**config.mk**
```make
export PLATFORM = sky130hd
export DESIGN_NAME = pong_game_ctrl
export DESIGN_NICKNAME = d
export VERILOG_FILES = /design/src/rtl/pong_game_ctrl.sv
export SDC_FILE = /design/constraint.sdc
export NUM_CORES = 1
export LEC_CHECK = 0
export CORE_ASPECT_RATIO = 0.8
export CORE_MARGIN = 1
export CORE_UTILIZATION = 52
export DETAILED_ROUTE_END_ITERATION = 8
export GPL_ROUTABILITY_DRIVEN = 0
export PLACE_DENSITY = 0.74
export SYNTH_ARGS = -nofsm -noshare
export SYNTH_HDL_FRONTEND = slang
export SYNTH_SLANG_ARGS = --single-unit
```
**constraint.sdc**
```tcl
create_clock -name clk -period 3.9 [get_ports clk]
set_input_delay 0.78 -clock clk [delete_from_list [all_inputs] [get_ports clk]]
set_output_delay 0.78 -clock clk [all_outputs]
set_load 0.02 [all_outputs]
```
**src/rtl/pong_game_ctrl.sv**
```systemverilog
// Match and score controller for pong: tracks scores, sequences serves after
// a tick-counted delay and gates ball motion between points.
module pong_game_ctrl #(
    parameter int unsigned WIN_SCORE   = 10,
    parameter int unsigned SERVE_DELAY = 32
) (
    input  logic       clk,
    input  logic       reset,
    input  logic       tick,
    input  logic       start,
    input  logic       miss_p1,
    input  logic       miss_p2,
    output logic [1:0] state,
    output logic [3:0] p1_score,
    output logic [3:0] p2_score,
    output logic       ball_en,
    output logic       serve,
    output logic       serve_dir,
    output logic       p1_win,
    output logic       p2_win
);

    localparam int unsigned ST_W    = 2;
    localparam int unsigned SCORE_W = 4;
    localparam int unsigned CNT_W   = 8;

    localparam logic [ST_W-1:0] QI      = 2'b00;
    localparam logic [ST_W-1:0] QGAME_1 = 2'b01;
    localparam logic [ST_W-1:0] QGAME_2 = 2'b10;
    localparam logic [ST_W-1:0] QDONE   = 2'b11;

    localparam logic [SCORE_W-1:0] WIN_VAL   = SCORE_W'(WIN_SCORE);
    localparam logic [CNT_W-1:0]   DELAY_VAL = CNT_W'(SERVE_DELAY);
    localparam logic [CNT_W-1:0]   CNT_ONE   = CNT_W'(1);

    logic [ST_W-1:0]    r_state;
    logic [SCORE_W-1:0] r_p1_score;
    logic [SCORE_W-1:0] r_p2_score;
    logic [CNT_W-1:0]   r_cnt;
    logic               r_ball_en;
    logic               r_serve;
    logic               r_serve_dir;
    logic               r_p1_win;
    logic               r_p2_win;

    logic [ST_W-1:0]    w_state_nxt;
    logic [SCORE_W-1:0] w_p1_score_nxt;
    logic [SCORE_W-1:0] w_p2_score_nxt;
    logic [CNT_W-1:0]   w_cnt_nxt;
    logic               w_ball_en_nxt;
    logic               w_serve_nxt;
    logic               w_serve_dir_nxt;
    logic               w_p1_win_nxt;
    logic               w_p2_win_nxt;

    logic [SCORE_W-1:0] w_p1_inc;
    logic [SCORE_W-1:0] w_p2_inc;
    logic               w_cnt_dec;

    assign w_p1_inc  = r_p1_score + SCORE_W'(1);
    assign w_p2_inc  = r_p2_score + SCORE_W'(1);
    assign w_cnt_dec = tick && !r_ball_en && (r_cnt != '0);

    // Next-state and next-output decode; register defaults hold their value.
    always_comb begin
        w_state_nxt     = r_state;
        w_p1_score_nxt  = r_p1_score;
        w_p2_score_nxt  = r_p2_score;
        w_cnt_nxt       = w_cnt_dec ? (r_cnt - CNT_ONE) : r_cnt;
        w_ball_en_nxt   = r_ball_en;
        w_serve_nxt     = 1'b0;
        w_serve_dir_nxt = r_serve_dir;
        w_p1_win_nxt    = r_p1_win;
        w_p2_win_nxt    = r_p2_win;

        case (r_state)
            QI: begin
                w_ball_en_nxt = 1'b0;
                if (start) begin
                    w_state_nxt    = QGAME_1;
                    w_p1_score_nxt = '0;
                    w_p2_score_nxt = '0;
                    w_cnt_nxt      = DELAY_VAL;
                    w_p1_win_nxt   = 1'b0;
                    w_p2_win_nxt   = 1'b0;
                end
            end

            QGAME_1, QGAME_2: begin
                if (!start) begin
                    w_state_nxt   = QI;
                    w_ball_en_nxt = 1'b0;
                end else if (r_ball_en) begin
                    // Misses only count while the ball is live.
                    if (miss_p1 && miss_p2) begin
                        w_ball_en_nxt = 1'b0;
                        w_cnt_nxt     = DELAY_VAL;
                    end else if (miss_p1) begin
                        w_ball_en_nxt  = 1'b0;
                        w_p2_score_nxt = w_p2_inc;
                        if (w_p2_inc == WIN_VAL) begin
                            w_state_nxt  = QDONE;
                            w_p2_win_nxt = 1'b1;
                        end else begin
                            w_state_nxt = QGAME_1;
                            w_cnt_nxt   = DELAY_VAL;
                        end
                    end else if (miss_p2) begin
                        w_ball_en_nxt  = 1'b0;
                        w_p1_score_nxt = w_p1_inc;
                        if (w_p1_inc == WIN_VAL) begin
                            w_state_nxt  = QDONE;
                            w_p1_win_nxt = 1'b1;
                        end else begin
                            w_state_nxt = QGAME_2;
                            w_cnt_nxt   = DELAY_VAL;
                        end
                    end
                end else if (tick && (r_cnt == CNT_ONE)) begin
                    w_cnt_nxt       = '0;
                    w_serve_nxt     = 1'b1;
                    w_ball_en_nxt   = 1'b1;
                    w_serve_dir_nxt = (r_state == QGAME_2);
                end
            end

            QDONE: begin
                w_ball_en_nxt = 1'b0;
                if (!start) begin
                    w_state_nxt = QI;
                end
            end

            default: begin
                w_state_nxt   = QI;
                w_ball_en_nxt = 1'b0;
            end
        endcase
    end

    // Synchronous reset overrides every other input.
    always_ff @(posedge clk) begin
        if (reset) begin
            r_state     <= QI;
            r_p1_score  <= '0;
            r_p2_score  <= '0;
            r_cnt       <= '0;
            r_ball_en   <= 1'b0;
            r_serve     <= 1'b0;
            r_serve_dir <= 1'b0;
            r_p1_win    <= 1'b0;
            r_p2_win    <= 1'b0;
        end else begin
            r_state     <= w_state_nxt;
            r_p1_score  <= w_p1_score_nxt;
            r_p2_score  <= w_p2_score_nxt;
            r_cnt       <= w_cnt_nxt;
            r_ball_en   <= w_ball_en_nxt;
            r_serve     <= w_serve_nxt;
            r_serve_dir <= w_serve_dir_nxt;
            r_p1_win    <= w_p1_win_nxt;
            r_p2_win    <= w_p2_win_nxt;
        end
    end

    assign state     = r_state;
    assign p1_score  = r_p1_score;
    assign p2_score  = r_p2_score;
    assign ball_en   = r_ball_en;
    assign serve     = r_serve;
    assign serve_dir = r_serve_dir;
    assign p1_win    = r_p1_win;
    assign p2_win    = r_p2_win;

endmodule

```
==> flow_summary.toml, run 1 <==
[outcome]
status = "complete, no violations"

[cts]
numCtsBuffers = 3
clkTransAtPathRegs_ps = 110
holdBufCountCts = 0
cts.sinks = 23
cts_tree = "yes"
cts_resized = 0
cts-root-buf = "clkbuf_4"
h-tree-depth = 1
cts_setup_buffers = 0
clk_latency_ps = 310
cts.path.max_buffers = 2

[detailed_routing]
drc = 0
avgRoutedWirePerCell_um = 13.8
viasPerCell = 5.96
route.vias.total = 1412
ant_nets = 0
drt_first_pass_iters = 4
dr.first_iter.drc_count = 57
totalWireLength_um = 3260

[floorplanning]
core_area_mm2 = 0.00258
die_area_mm2 = 0.00307
ioPinCount = 21
die_w_um = 61.7
rows = 16
die_y_um = 49.8
initial_core_util_pct = 57.5

[sta]
timing.hold.ws_ps = 517
fmax_mhz = 427
skew_ps = 7.12
min_period_ps = 2340
relSlewSlack_pct = 55.3
worstMarginPinSlew_ps = 668
tns_ps = 0
setup_viol = 0
rsz0062_at_grt = "false"
period_share_pct = 60.1
finalHoldViolCount = 0
slew_viol_final = 0

[placement]
post_dp_cell_area_mm2 = 0.00171
io_buffers = 20
dp_hpwl_um = 2450

[pwr]
p_total_uw = 559
p_leak_uw = 0.000624
ir_drop_uv = 199
p_per_area_mw_per_mm2 = 323

[min_path]
hp-class = "flop to flop"
hp-start = "serve_dir$_SDFFE_PP0P_"
whs_endpoint = "serve_dir$_SDFFE_PP0P_"
whs_path_depth = 2

[worst_setup_path]
reg2reg_from = "state[1]$_SDFFE_PP0P_"
required_ps = 3120
critPathBufInv = 1
rr_worst_depth = 7
worstPathArrival_ps = 1560
r2r_slack_ps = 1580
slowest_stage = "clkdlybuf4s50_1"
crit_path_max_fanout = 11
worstPathCellList = "clkdlybuf4s50_1"
r2r_end = "p1_score[2]$_SDFFE_PP0P_"
path_class = "flop to output pin"
critPathMaxStageDelay_ps = 680
cp-start-kind = "flop"
path_delay_family = "buffers and inverters"
endpoint_kind = "output pin"

[logic_synthesis]
synth_cell_types = 47
syn_inst = 182
seq_area_frac_synth_pct = 31.0
ys.warnings.count = 0
yosys_register_bits = 23
synth-edff-count = 0
syn_avg_cell_area_um2 = 8.15
ys.flop_type = "dfxtp_1"
synthesis.nets = 198
syn-cell-area_mm2 = 0.00148
async_flop_share_pct = 0

[layout]
antenna_cells = 0
fin_util_pct = 67.1
final_cell_area_mm2 = 0.00173
drive_above_1_share_pct = 6.97
syn_to_final_growth_pct = 16.8
finalNetCount = 218

[grt]
overflow = 0
grt_pass1_wl_um = 5670
grt_max_degree = 18
grt_pass1_vias = 1269
grt_usage_pct = 24.7
grt_antenna_before_repair = 0

[flow_run]
drv_cap = 0
[report_power, final]
group	leakage, µW	internal (µW)	switching, µW
Clock	0.0000150	40.0	70.1
Combinational	0.000422	80.1	101
Sequential	0.000186	249	18.9
[worst max-delay path by stage]
stage | slack [ps] | cells after the start | start | endpoint
after floorplan | 1930 | 8 | state[0]$_SDFFE_PP0P_ | p1_score[2]$_SDFFE_PP0P_
after global placement | 1390 | 6 | miss_p1 | p1_score[2]$_SDFFE_PP0P_
after detailed placement | 1310 | 6 | miss_p1 | p1_score[3]$_SDFFE_PP0P_
after CTS | 1560 | 1 | ball_en$_SDFF_PP0_ | ball_en
after global routing | 1380 | 7 | state[1]$_SDFFE_PP0P_ | p1_score[3]$_SDFFE_PP0P_
final | 1560 | 1 | ball_en$_SDFF_PP0_ | ball_en
[flip-flops by register name (all words and copies together), names as in the netlist]
name	flops
state	2
r_cnt	8
p1_score	4
p1_win	1
serve	1
p2_score	4
serve_dir	1
ball_en	1
p2_win	1
[synth_stat cells (2+ instances only)]
cell type	instances	area share [%]
nand2_1	19	4.8
o211ai_1	2	1.0
ha_1	10	8.4
buf_2	3	1.0
nand3_1	5	1.7
nand2b_1	2	0.84
o22ai_1	2	0.84
and3b_1	2	1.2
nor2b_1	2	0.84
o2111ai_1	2	1.2
clkbuf_1	2	0.51
o21ai_0	8	2.7
dfxtp_1	23	31
nand3b_1	4	2.0
nor3b_1	8	4.0
xor2_1	3	1.8
a31oi_1	2	0.84
inv_1	13	3.3
a21oi_1	15	5.1
and2_1	3	1.3
nor2_1	14	3.5
mux2i_1	2	1.3
nor3_1	11	3.7
a31o_2	2	1.2
[worst reg2reg max path: stages, from the launching register on]
cell and delay (ps):
dfxtp_1 450, inv_1 70, ha_1 520, inv_1 240
o211ai_1 540, nor3b_1 110, o21ai_0 170, a21oi_1 90
[placed cells by master, fill, tap and decap left out, types with 2 or more instances in the layout]
cell             count
o22ai_1              2
and2_1               3
a21oi_1             15
and3b_1              2
nor3_1              11
nand3b_1             4
nor2b_1              2
a31oi_1              2
inv_1               13
nand3_1              5
mux2i_1              2
ha_1                10
nor3b_1              8
o2111ai_1            2
nand2_1             19
nor2_1              14
a31o_2               2
xor2_1               3
clkdlybuf4s50_1     20
o211ai_1             2
clkbuf_4             3
nand2b_1             2
o21ai_0              8
dfxtp_1             23
[final cells by class]
class / instances / area, µm²
well taps: 36 / 45.0
multi-input cells: 141 / 952
inverters: 13 / 48.8
fillers: 226 / 850
clock buffers: 4 / 26.3
repair buffers: 20 / 200
flip-flops and latches: 23 / 460
[stage by stage]
step                worst slack [ps]  cells
global placement                1390    233
CTS                             1560    237
finish                          1560    237
global route                    1380    237
detailed placement              1310    233
floorplan                       1930    182
[cell families after synthesis]
group | after synthesis | share of synthesized area, %
xor+xnor | 4 | 2.36
mux | 2 | 1.35
buf+inv | 18 | 4.81
fa+ha+maj | 10 | 8.43
simple gates | 80 | 30.9
flops | 23 | 31.0
compound gates | 45 | 21.2
[routing by layer]
| metal | track usage, % | up-vias | wire length, µm |
|---|---|---|---|
| met5 | 0 | - | 0 |
| li1 | - | 703 | - |
| met2 | 38.0 | 51 | 1400 |
| met3 | 6.56 | 5 | 193 |
| met4 | 3.33 | 0 | 20 |
| met1 | 35.2 | 653 | 1650 |
(Power assumes the default switching activity.)
==> run 2, diff against run 1 <==
==> constraint.sdc (replaced) <==
create_clock -name clk -period 2.25 [get_ports clk]
set_input_delay 0.45 -clock clk [delete_from_list [all_inputs] [get_ports clk]]
set_output_delay 0.45 -clock clk [all_outputs]
set_load 0.02 [all_outputs]
==> run 2 against run 1 <==
Effect of this change: clock skew is 3.6 ps higher; critical path depth grew 6; via count is 2.6% higher; flip-flop and latch count is the same; critical endpoint is now p2_win$_SDFFE_PP0P_; highest routed layer unchanged.
==> flow_summary.toml, run 2 (synthesis gave the netlist of run 1 again) <==
[detailed_routing]
drc = 0
viasPerCell = 5.96
ant_nets = 0
drt_first_pass_iters = 4
totalWireLength_um = 3590
avgRoutedWirePerCell_um = 14.8
dr.first_iter.drc_count = 78
route.vias.total = 1449

[cts]
h-tree-depth = 1
cts.path.max_buffers = 2
clkTransAtPathRegs_ps = 140
cts_tree = "yes"
cts.sinks = 23
cts_resized = 0
cts_setup_buffers = 0
cts-root-buf = "clkbuf_4"
clk_latency_ps = 330
numCtsBuffers = 3
holdBufCountCts = 0

[sta]
min_period_ps = 2060
worstMarginPinSlew_ps = 413
setup_viol = 0
relSlewSlack_pct = 72.3
tns_ps = 0
setup_ws_ps = 187
skew_ps = 10.7
slew_viol_final = 0
period_share_pct = 91.7
fmax_mhz = 485
rsz0062_at_grt = "false"
finalHoldViolCount = 0

[layout]
nFillCells = 224
final_common_cell = "dfxtp_1"
syn_to_final_growth_pct = 19.8
final_cell_mix = "dfxtp_1, clkdlybuf4s50_1, nand2_1, a21oi_1, nor2_1"
drive_above_1_share_pct = 9.66
antenna_cells = 0
largest_reg_flops = 8
top_register = "r_cnt"
finalNetCount = 224

[placement]
pre_cts_slack_ps = 96.0
io_buffers = 20
dp_hpwl_um = 2710

[floorplanning]
die_w_um = 61.7
core_area_mm2 = 0.00258
die_y_um = 49.8
rows = 16
initial_core_util_pct = 57.5
die_area_mm2 = 0.00307
ioPinCount = 21

[grt]
grt_antenna_before_repair = 0
grt_pass1_wl_um = 6200
grt_max_degree = 17
grt_usage_pct = 26.8
overflow = 0
grt_pass1_vias = 1357

[worst_setup_path]
rr_worst_depth = 7
required_ps = 2490
endpoint = "p2_win$_SDFFE_PP0P_"
crit_path_max_fanout = 7
worstPathArrival_ps = 2300
cp-start-kind = "flop"
path_class = "flop to flop"
r2r_end = "p2_win$_SDFFE_PP0P_"
endpoint_kind = "flop"
r2r_slack_ps = 190
crit_start = "state[1]$_SDFFE_PP0P_"
reg2reg_from = "state[1]$_SDFFE_PP0P_"

[min_path]
hp-class = "flop to flop"

[flow_run]
drv_cap = 0

[pwr]
p_per_area_mw_per_mm2 = 565
ir_drop_uv = 483
p_leak_uw = 0.000653

[outcome]
status = "complete, no violations"
[run 2: changes by cell type in the layout (fill, tap and decap cells not counted)]
cell / change
buf_4: +6
[run 2: layout make-up]
class	count	area [µm²]	share of cell area, %
multi-input cells	141	952	53.6
flip-flops and latches	23	460	25.9
repair buffers	26	245	13.8
inverters	13	48.8	2.74
well taps	36	45.0	2.53
clock buffers	4	26.3	1.48
[run 2: where the power goes]
| group | leakage [µW] | switching (µW) | internal [µW] |
|---|---|---|---|
| Sequential | 0.000186 | 34.0 | 431 |
| Clock | 0.0000150 | 132 | 69.5 |
| Combinational | 0.000451 | 187 | 151 |
| Total | 0.000653 | 353 | 652 |
[run 2: how the worst min path moves through the flow]
stage	from	slack (ps)	end	depth (start not counted)
floorplan	r_cnt[1]$_SDFF_PP0_	520	r_cnt[1]$_SDFF_PP0_	2
global placement	serve_dir$_SDFFE_PP0P_	480	serve_dir$_SDFFE_PP0P_	2
detailed placement	serve_dir$_SDFFE_PP0P_	500	serve_dir$_SDFFE_PP0P_	2
CTS	p1_score[3]$_SDFFE_PP0P_	530	p1_score[3]$_SDFFE_PP0P_	2
global route	p2_score[3]$_SDFFE_PP0P_	570	p2_score[3]$_SDFFE_PP0P_	2
finish	serve_dir$_SDFFE_PP0P_	520	serve_dir$_SDFFE_PP0P_	2
[run 2: worst max-delay path: stages (launching register included)]
cell	delay (ps)
dfxtp_1	440
inv_1	60
ha_1	440
inv_1	210
o211ai_2	350
inv_1	70
a31o_2	230
and3_1	180
[run 2: stage by stage]
step | hold slack, ps | total power (µW) | utilization (%) | instance area (µm²) | instances
after global routing | 573 | 1070 | 68.8 | 1780 | 243
after floorplan | 521 | 710 | - | 1480 | 182
after detailed placement | 497 | 804 | 67.8 | 1750 | 239
after global placement | 482 | 788 | 67.8 | 1750 | 239
after CTS | 529 | 1000 | 68.8 | 1780 | 243
final | 522 | 1000 | 68.8 | 1780 | 243
[run 2: layer usage]
metal | routed length [µm] | track usage (%)
met1 | 1710 | 38.1
met2 | 1670 | 41.2
met3 | 185 | 6.04
met4 | 23 | 5.19
met5 | 0 | 0
==> run 3, diff against run 2 <==
--- a/config.mk
+++ b/config.mk
@@ -10,7 +10,8 @@
 export CORE_UTILIZATION = 52
 export DETAILED_ROUTE_END_ITERATION = 8
 export GPL_ROUTABILITY_DRIVEN = 0
-export PLACE_DENSITY = 0.74
+export PLACE_DENSITY = 0.86
 export SYNTH_ARGS = -nofsm -noshare
 export SYNTH_HDL_FRONTEND = slang
 export SYNTH_SLANG_ARGS = --single-unit
+export TNS_END_PERCENT = 5
==> run 3 against run 2 <==
Effect of this change: highest routed layer unchanged; first-iteration DRC count fell by 5.1%; via count rose by 1.0%; clock skew fell by 7.0 ps; worst setup slack got worse by 12 ps; hold slack improved by 10 ps; cell area did not move; clock-buffer cell count did not move.
==> flow_summary.toml, run 3 (synthesis gave the netlist of run 1 again) <==
[outcome]
status = "complete, no violations"

[pwr]
seqPwrFrac_pct = 46.6
switching_share_pct = 34.4
p_switching_uw = 342
ir_drop_uv = 355
pwr-share-comb_pct = 34.1
intPower_uw = 652
p_clk_share_pct = 19.4
p_per_area_mw_per_mm2 = 560
p_leak_uw = 0.000653

[floorplanning]
ioPinCount = 21
initial_core_util_pct = 57.5
core_area_mm2 = 0.00258
die_y_um = 49.8
rows = 16
die_area_mm2 = 0.00307
die_w_um = 61.7

[detailed_routing]
drc = 0
drt_first_pass_iters = 5
route.vias.total = 1464
dr.first_iter.drc_count = 74
viasPerCell = 6.02
totalWireLength_um = 3620
avgRoutedWirePerCell_um = 14.9
ant_nets = 0

[sta]
setup_viol = 0
skew_ps = 3.68
finalHoldViolCount = 0
rsz0062_at_grt = "false"
setup_ws_ps = 176
relSlewSlack_pct = 72.3
tns_ps = 0
min_period_ps = 2070
fmax_mhz = 482
worstMarginPinSlew_ps = 416
slew_viol_final = 0
period_share_pct = 92.2

[cts]
cts_tree = "yes"
clk_latency_ps = 310
h-tree-depth = 1
clkTransAtPathRegs_ps = 130
cts.sinks = 23
cts.path.max_buffers = 2
holdBufCountCts = 0
cts_setup_buffers = 0
cts_resized = 0
cts-root-buf = "clkbuf_4"
numCtsBuffers = 3

[worst_setup_path]
path_class = "flop to flop"
r2r_end = "p2_score[2]$_SDFFE_PP0P_"
r2r_slack_ps = 180
required_ps = 2500
crit_path_max_fanout = 6
worstPathArrival_ps = 2320
cp-start-kind = "flop"
rr_worst_depth = 7
reg2reg_from = "state[1]$_SDFFE_PP0P_"
endpoint_kind = "flop"

[layout]
nFillCells = 211
finalNetCount = 224
largest_reg_flops = 8
antenna_cells = 0
final_common_cell = "dfxtp_1"
drive_above_1_share_pct = 9.66
top_register = "r_cnt"
syn_to_final_growth_pct = 19.8
final_cell_mix = "dfxtp_1, clkdlybuf4s50_1, nand2_1, a21oi_1, nor2_1"

[min_path]
hp-class = "flop to flop"
whs_path_depth = 2
hp-start = "p1_score[3]$_SDFFE_PP0P_"
whs_endpoint = "p1_score[3]$_SDFFE_PP0P_"

[grt]
grt_usage_pct = 27.0
overflow = 0
grt_max_degree = 17
grt_pass1_wl_um = 6180
grt_antenna_before_repair = 0
grt_pass1_vias = 1383

[placement]
io_buffers = 20
dp_hpwl_um = 2720
pre_cts_slack_ps = 104

[flow_run]
drv_cap = 0
-- run 3: cell counts in the layout (fill, tap and decap cells not counted) --
No cell type changed its count.
-- run 3: metrics by stage --
stage | cells | hold slack, ps | total power (µW) | utilization [%] | area [µm²]
5_1_grt | 243 | 577 | 1060 | 68.8 | 1780
2_1_floorplan | 182 | 521 | 710 | - | 1480
3_3_place_gp | 239 | 479 | 784 | 67.8 | 1750
6_report | 243 | 532 | 995 | 68.8 | 1780
3_5_place_dp | 239 | 504 | 804 | 67.8 | 1750
4_1_cts | 243 | 523 | 999 | 68.8 | 1780
-- run 3: layout make-up --
| type | instances | area, µm² | area share, % |
|---|---|---|---|
| Sequential cell | 23 | 460 | 25.9 |
| Clock buffer | 4 | 26.3 | 1.48 |
| Tap cell | 36 | 45.0 | 2.53 |
| Timing Repair Buffer | 26 | 245 | 13.8 |
| Multi-Input combinational cell | 141 | 952 | 53.6 |
| Inverter | 13 | 48.8 | 2.74 |
-- run 3: worst max-delay path by stage --
stage	to	slack, ps	depth (start not counted)	start
4_1_cts	p2_score[2]$_SDFFE_PP0P_	200	7	state[1]$_SDFFE_PP0P_
3_3_place_gp	p2_win$_SDFFE_PP0P_	190	6	miss_p2
3_5_place_dp	r_cnt[7]$_SDFF_PP0_	100	5	miss_p2
2_1_floorplan	p1_score[2]$_SDFFE_PP0P_	280	8	state[0]$_SDFFE_PP0P_
6_report	p2_score[2]$_SDFFE_PP0P_	180	7	state[1]$_SDFFE_PP0P_
5_1_grt	p2_score[0]$_SDFFE_PP0P_	30	8	state[1]$_SDFFE_PP0P_
-- run 3: layer usage --
| metal | vias to the layer above | part of all wire (%) | wire length [µm] | GRT usage, % |
|---|---|---|---|---|
| met5 | - | 0 | 0 | 0 |
| met4 | 0 | 0.75 | 27 | 4.07 |
| met3 | 5 | 5.9 | 212 | 7.35 |
| met2 | 54 | 47 | 1700 | 44.6 |
| met1 | 694 | 47 | 1690 | 35.4 |
| li1 | 711 | - | - | - |
-- run 3: power groups by stage --
stage / registers [µW] / logic, µW / clock network (µW)
6_report: 463 / 339 / 193
5_1_grt: 469 / 377 / 217
4_1_cts: 463 / 335 / 201
3_5_place_dp: 472 / 332 / 0
3_3_place_gp: 470 / 314 / 0
2_1_floorplan: 473 / 236 / 0
-- run 3: critical path, stage by stage, from the launching register on --
cell and delay (ps):
dfxtp_1 460, inv_1 70, ha_1 350, o21bai_1 350, o211ai_2 240, nor3b_1 270
o21ai_0 120, a21oi_1 140
